[src/rtl/regfile_onehot_wr.sv]
// -----------------------------------------------------------------------------
// regfile_onehot_wr
//
// Purpose:
//   32 x 32-bit processor register file. It sits directly behind a 5-to-32
//   write decoder, so each register's write strobe is one line of the one-hot
//   bus wsel_onehot. It has two combinational read ports indexed by 5-bit
//   register numbers, and register 0 always reads as zero. A sticky flag
//   records any qualified write whose select was not exactly one-hot.
//
// Parameters:
//   WIDTH   data width of each register
//   NREGS   number of registers; equals the decoder bus width (32 for 5-bit
//           read indices)
//   BYPASS  1: a read of the register being written this cycle returns
//              data_writeReg
//           0: the read returns the stored value
//
// Ports:
//   clock             in   rising-edge clock
//   reset             in   synchronous active-high reset
//   ctrl_writeEnable  in   global write qualifier
//   wsel_onehot       in   one-hot register select (bit i selects register i)
//   data_writeReg     in   write data
//   ctrl_readRegA     in   read port A index
//   ctrl_readRegB     in   read port B index
//   data_readRegA     out  read port A data (combinational)
//   data_readRegB     out  read port B data (combinational)
//   onehot_err        out  sticky malformed-select flag, cleared only by reset
// -----------------------------------------------------------------------------
module regfile_onehot_wr #(
    parameter int WIDTH  = 32,
    parameter int NREGS  = 32,
    parameter int BYPASS = 1
) (
    input  logic             clock,
    input  logic             reset,
    input  logic             ctrl_writeEnable,
    input  logic [NREGS-1:0] wsel_onehot,
    input  logic [WIDTH-1:0] data_writeReg,
    input  logic [4:0]       ctrl_readRegA,
    input  logic [4:0]       ctrl_readRegB,
    output logic [WIDTH-1:0] data_readRegA,
    output logic [WIDTH-1:0] data_readRegB,
    output logic             onehot_err
);

    logic [WIDTH-1:0] r_regs [0:NREGS-1];
    logic             r_onehot_err;

    logic             w_sel_nonzero;
    logic             w_sel_multi;
    logic             w_sel_onehot;
    logic             w_wr_valid;
    logic [NREGS-1:0] w_we;

    // Exactly one bit set <=> nonzero and clearing the lowest set bit
    // leaves nothing behind.
    assign w_sel_nonzero = |wsel_onehot;
    assign w_sel_multi   = |(wsel_onehot & (wsel_onehot - {{(NREGS-1){1'b0}}, 1'b1}));
    assign w_sel_onehot  = w_sel_nonzero & ~w_sel_multi;

    // Reset also gates the write here. The stored state would ignore the
    // write anyway, but the bypass path must not forward it.
    assign w_wr_valid    = ctrl_writeEnable & w_sel_onehot & ~reset;

    // Per-register write strobes. Register 0 never gets a strobe, so a
    // write aimed at it is accepted but has no effect.
    genvar gi;
    generate
        for (gi = 0; gi < NREGS; gi++) begin : gen_we
            if (gi == 0) begin : g_zero
                assign w_we[gi] = 1'b0;
            end else begin : g_reg
                assign w_we[gi] = w_wr_valid & wsel_onehot[gi];
            end
        end
    endgenerate

    always_ff @(posedge clock) begin
        if (reset) begin
            for (int i = 0; i < NREGS; i++) begin
                r_regs[i] <= '0;
            end
            r_onehot_err <= 1'b0;
        end else begin
            // With the write qualifier low, the select bus is ignored entirely.
            if (ctrl_writeEnable && !w_sel_onehot) begin
                r_onehot_err <= 1'b1;
            end
            for (int i = 0; i < NREGS; i++) begin
                if (w_we[i]) begin
                    r_regs[i] <= data_writeReg;
                end
            end
        end
    end

    // Two identical read ports: port 0 serves A and port 1 serves B.
    generate
        for (gi = 0; gi < 2; gi++) begin : gen_rd
            logic [4:0]       w_raddr;
            logic [WIDTH-1:0] w_rdata;

            assign w_raddr = (gi == 0) ? ctrl_readRegA : ctrl_readRegB;

            always_comb begin
                w_rdata = '0;
                if (!reset && (w_raddr != 5'd0)) begin
                    // w_we[0] is always low, so the bypass cannot expose
                    // register 0.
                    if ((BYPASS != 0) && w_we[w_raddr]) begin
                        w_rdata = data_writeReg;
                    end else begin
                        w_rdata = r_regs[w_raddr];
                    end
                end
            end
        end
    endgenerate

    assign data_readRegA = gen_rd[0].w_rdata;
    assign data_readRegB = gen_rd[1].w_rdata;
    assign onehot_err    = r_onehot_err;

endmodule

[config.mk]
export PLATFORM = sky130hd
export DESIGN_NAME = regfile_onehot_wr
export DESIGN_NICKNAME = d
export VERILOG_FILES = /design/src/rtl/regfile_onehot_wr.sv
export SDC_FILE = /design/constraint.sdc
export NUM_CORES = 2
export LEC_CHECK = 0
export ABC_AREA = 1
export CELL_PAD_IN_SITES_DETAIL_PLACEMENT = 0
export CELL_PAD_IN_SITES_GLOBAL_PLACEMENT = 1
export CORE_MARGIN = 8
export CORE_UTILIZATION = 49
export DETAILED_ROUTE_END_ITERATION = 8
export PLACE_DENSITY_LB_ADDON = 0.3
export SLEW_MARGIN = 20
export SYNTH_ARGS = -nofsm -noshare
export SYNTH_HDL_FRONTEND = slang
export SYNTH_SLANG_ARGS = --single-unit
[constraint.sdc]
create_clock -name clock -period 4.85 [get_ports clock]
set_input_delay 0.97 -clock clock [delete_from_list [all_inputs] [get_ports clock]]
set_output_delay 0.97 -clock clock [all_outputs]
set_load 0.05 [all_outputs]
# Word-level counts from Yosys, hierarchy flattened
# Memories as Yosys holds them, arrays and structs flattened.
# Index checks and enable logic that the tools add are counted.
[classes]
magnitude_cmp = 2
n_bitwise = 68
n_reduce_logical = 9
muxes = 134
add_sub_neg = 1
[ops]
columns = ["cell", "count"]
rows = [
  ["32-bit two-way mux", 35],
  ["1-bit two-way mux", 97],
  ["32-bit OR reduction", 2],
  ["1-bit bitwise AND", 34],
  ["32-bit bitwise AND", 1],
  ["32-bit by 1-bit subtractor with 32-bit output, second input constant", 1],
  ["1-bit OR", 31],
  ["5-bit by 6-bit < comparator with 1-bit output, second input constant", 2],
  ["1-bit binary-select mux with 5-bit select", 2],
  ["5-bit nonzero test", 2],
  ["1-bit logical AND", 3],
  ["1-bit logical NOT", 2],
  ["1-bit inverter", 2],
]
[word_totals]
memories = 1
ramBits = 1024
out_inout_bits = 65
reg_bits = 1
input_bits = 77
[memory_table]
columns = ["memory", "words", "word_bits", "rd", "rd_ports_with_merged_regs", "write_ports", "line_no", "text"]
rows = [
  ["r_regs", 32, 32, 2, 0, 32, "48", "logic [WIDTH-1:0] r_regs [0:NREGS-1];"],
]

# Longest topological paths before layout
[logic_depth]
ltp_word = 12
mapped_depth = 23
mapped_depth_nobuf = 20

# Worst setup path before layout
# No wires, ideal clock.
[synth_timing]
kind = "input port to output port"
from = "in wsel_onehot[4]"
to = "out data_readRegB[30]"
n_path_buf = 3
setup_slack_ns = 0.164
cell_stages = 20
arrival_ns = 3.716
path_cell_list = "buf_4 nor2_1 nand2_1 nor2_4 nand2_2 o21ai_2 nand2_1 nor2_2 nand3b_2 nor2_8 buf_12 nand3_4 nand2_1 nand3_1 nand2_1 nand3_1 nand3_2 buf_4 a21oi_1 nor2_1"
[synth_between]
elab_chain_cells = 12
elab_cells_between_ends = 43
classes_between = "1 x add/sub; 4 x mux; 36 x bitwise; 2 x reduce/logical"
[synth_lines]
columns = ["element", "line_no", "text"]
rows = [
  ["start: declaration", "39", "input logic [NREGS-1:0] wsel_onehot,"],
  ["32-bit by 1-bit subtractor with 32-bit output", "60", "assign w_sel_multi = |(wsel_onehot & (wsel_onehot - {{(NREGS-1){1'b0}}, 1'b1}));"],
  ["32-bit bitwise AND", "60", ""],
  ["32-bit OR reduction", "60", ""],
  ["1-bit inverter", "61", "assign w_sel_onehot = w_sel_nonzero & ~w_sel_multi;"],
  ["1-bit bitwise AND", "61", ""],
  ["1-bit bitwise AND (2 in series)", "65", "assign w_wr_valid = ctrl_writeEnable & w_sel_onehot & ~reset;"],
  ["1-bit bitwise AND", "75", "assign w_we[gi] = w_wr_valid & wsel_onehot[gi];"],
  ["1-bit binary-select mux with 5-bit select *", "112", "if ((BYPASS != 0) && w_we[w_raddr]) begin"],
  ["1-bit two-way mux (not written as such) *", "112", ""],
  ["32-bit two-way mux *", "112", ""],
  ["32-bit two-way mux *", "109", "if (!reset && (w_raddr != 5'd0)) begin"],
  ["end: declaration", "44", "output logic [WIDTH-1:0] data_readRegB,"],
]
# Every way passes the cells marked *; elsewhere a longest branch is shown, timed or not. The select of a mux whose other input is x is not followed.

# Worst setup path after layout
[layout_timing]
from = "in wsel_onehot[6]"
to = "out data_readRegB[18]"
# The elaborated chain is that of the path after synthesis.

==> results by group <==
Setup path
  • Data arrival, critical path: between 4000 and 5000 ps
  • Critical path launch point: wsel_onehot[6]
  • WP buf/inv: 8
  • Critical path class: input pin to primary output
  • Reg-to-Reg Start: onehot_err
  • Largest stage delay, worst path: 210 ps
  • Critical Path Start Type: input pin
  • Worst path slowest cell: nor2_8
  • Critical path data required time: about 3900 ps
  • Crit path max fanout: 7
  • Family with the most delay on the worst path: simple AND/OR/NAND/NOR gates
  • Most used cell, CP: nand2_2
  • Worst Setup End Kind: primary output

Route
  • Post-Route WL: roughly 210000 µm
  • DRC Markers: 0
  • Via Count: 46800
  • Routed vias/inst: a little under 7
  • Post-DR wirelength/cell: about 31 µm
  • Initial DRC Count: 7889
  • DR pass1 iterations: 7
  • Antenna Nets Post-Route: 0

Finish
  • Post-Layout Cell Count: between 6000 and 7000
  • Most frequent cells in the layout: 992 x edfxtp_1, 771 x nor2_1, 582 x o221ai_1, 484 x o21ai_0, 470 x nand2_1
  • Commonest non-fill, non-tap cell in the layout: edfxtp_1
  • Nets: about 5400
  • Final core occ: between 50% and 60%
  • Layout cells sized above 1: 17.1%
  • Synth-to-Final Area Change: 21.0%
  • ANT cells: 0

STA
  • Tcrit/Tclk final: 104%
  • FMAX: between 0.15 and 0.2 GHz
  • Worst rel slew slack: 30.1%
  • Slew Limit Fails: 0
  • Post-layout min period: about 5100 ps
  • Clock skew: 0 ps
  • Setup-failing EPs final: 64
  • Setup TNS: -9970 ps
  • Hold slack final: between 400 and 500 ps
  • Final WS setup: -208 ps
  • Hold Vio Cnt, Final: 0
  • Unrepaired setup endpoints after global routing: yes
  • Slew at the pin closest to its max-slew limit: 1040 ps

Clocking
  • CTS clk-pin slew, worst paths: around 70 ps
  • CTS max path bufs: 3
  • Clock net sink count: approximately 1000
  • CTS Root Cell: clkbuf_16
  • CTS buffer count: between 100 and 150
  • Hold bufs inserted after CTS: 0
  • H-tree depth: 3
  • Clock Latency Late Sink: around 710 ps
  • CTS tree: done

Power
  • Static Leakage: between 0.02 and 0.025 µW
  • Power density over the cells: between 300 and 400 nW/µm²
  • Peak supply drop: approximately 0.32 mV

Hold path
  • Hold Path Class: register to register
  • Hold path startpoint: onehot_err

Logic synthesis
  • Synth area leader: edfxtp_1
  • Sequential fraction of the synthesis area: approximately three fifths
  • Fraction of registers with async set/reset: 0%
  • Yosys top cell area share: about 60%
  • Seq cells post-synth: 993
  • Netlist Area Pre-Place: between 50000 and 60000 µm²
  • Post-synth EDFFs: approximately 1000
  • Top post-synthesis cells by area: edfxtp_1 58%, o221ai_1 10%, nor2_1 6.3%
  • Syn Area/Cell: between 9 and 10 µm²
  • Mapped Cells: 5210
  • Primary FF master, synth: edfxtp_1
  • Post-synth net total: 5287
  • Netlist cell types: 43
  • Syn. warnings: 0

Global route
  • Met3 Usage GRT: 8.30%
  • GR Util met2: ~53%
  • Largest net degree at the start of global routing: 114
  • Overall routing resource usage: a little over a third
  • Met1 usage: between 40% and 50%
  • Initial antenna violation count: 1
  • First-pass GRT wire length: between 300000 and 400000 µm
  • Grt total ovfl: 0
  • Gr busiest metal: met2
  • Vias in the first global route: around 45000

Placed design
  • Buffers on Ports: 141
  • HPWL after DPL: ~120000 µm
  • Final GP Congestion: ~0.94
  • Placed cells: ~6500

Floorplanning
  • Io pins: about 140
  • # rows: between 100 and 150
  • Core area: between 100000 and 150000 µm²
  • Initial Utilization: approximately 50%
  • Die width: between 300 and 400 µm
  • Die height: about 340 µm
  • Die area: 115000 µm²

Outcome
  • Run status: finished with violations
  • Failing checks: negative setup slack

Flow run
  • MaxCap Viol Count: 0
layout make-up:
| class | count | area [µm²] |
|---|---|---|
| Fill cell | 8557 | 41700 |
| Sequential cell | 993 | 29800 |
| Multi-Input combinational cell | 3423 | 19300 |
| Timing Repair Buffer | 523 | 6580 |
| Clock buffer | 141 | 2870 |
| Tap cell | 1380 | 1730 |
| Inverter | 258 | 1020 |
| Clock inverter | 53 | 504 |
tightest hold or removal path: cells and delay by family (launching register included):
kind / cells / cell delay [ps]
simple gates: 2 / 120
flops: 1 / 340
cells by family after synthesis:
| family | Yosys count | share of synthesized area, % |
|---|---|---|
| buffers and inverters | 794 | 6.04 |
| DFF | 993 | 58.4 |
| AOI/OAI and AO/OA | 1715 | 21.9 |
| and+or+nand+nor | 1708 | 13.7 |
sequential cells by signal (all words and copies together), names as in the netlist:
register and cells:
r_regs 992, onehot_err 1
layer usage:
layer,up-vias,routed length (µm)
li1,19600,-
met1,22400,74600
met2,3941,92700
met3,778,28600
met4,2,14400
met5,-,13
worst paths after layout:
kind / endpoint / slack (ps) / depth (start not counted)
max: data_readRegB[18] / -210 / 25
min: onehot_err / 490 / 2
max reg2reg: onehot_err / 4270 / 2
min reg2reg: onehot_err / 490 / 2
through the flow:
step | instance area [µm²] | total power (µW) | setup slack, ps
floorplan | 51100 | 12100 | 164
global placement | 56600 | 13700 | -726
detailed placement | 56600 | 13800 | -697
CTS | 61100 | 21800 | -143
global route | 61800 | 22600 | -344
finish | 61800 | 22000 | -208
synth_stat cells, types with 2 or more instances:
library cell	instances
o221ai_1	582
o211ai_1	3
o21ai_0	488
clkbuf_1	464
nor2_2	9
o21ai_1	5
edfxtp_1	992
nand2_2	5
buf_4	18
buf_1	41
nand3_1	243
o311ai_0	2
a221oi_1	9
nand3_4	8
a211oi_1	88
clkinv_1	8
o22ai_1	8
a21oi_1	493
o21ai_2	2
buf_2	11
nor2_4	2
nand2_1	544
o31ai_1	2
inv_1	246
inv_2	4
nand3_2	7
nor2_1	864
nand4_1	20
o32ai_1	28
power by group:
group / switching (µW) / leakage [µW] / internal (µW) / total [µW]
Sequential: 251 / 0.00949 / 10000 / 10300
Clock: 3460 / 0.00165 / 4620 / 8080
Combinational: 2450 / 0.0110 / 1230 / 3680
Total: 6170 / 0.0221 / 15900 / 22000
what timing repair did:
item	4_1_cts	5_1_grt
gates resized for setup	271	136
buffers inserted	21	19
setup endpoints to repair	64	64
pin swaps	117	58
cloned	8	12
Power figures use the tool's default switching activity.
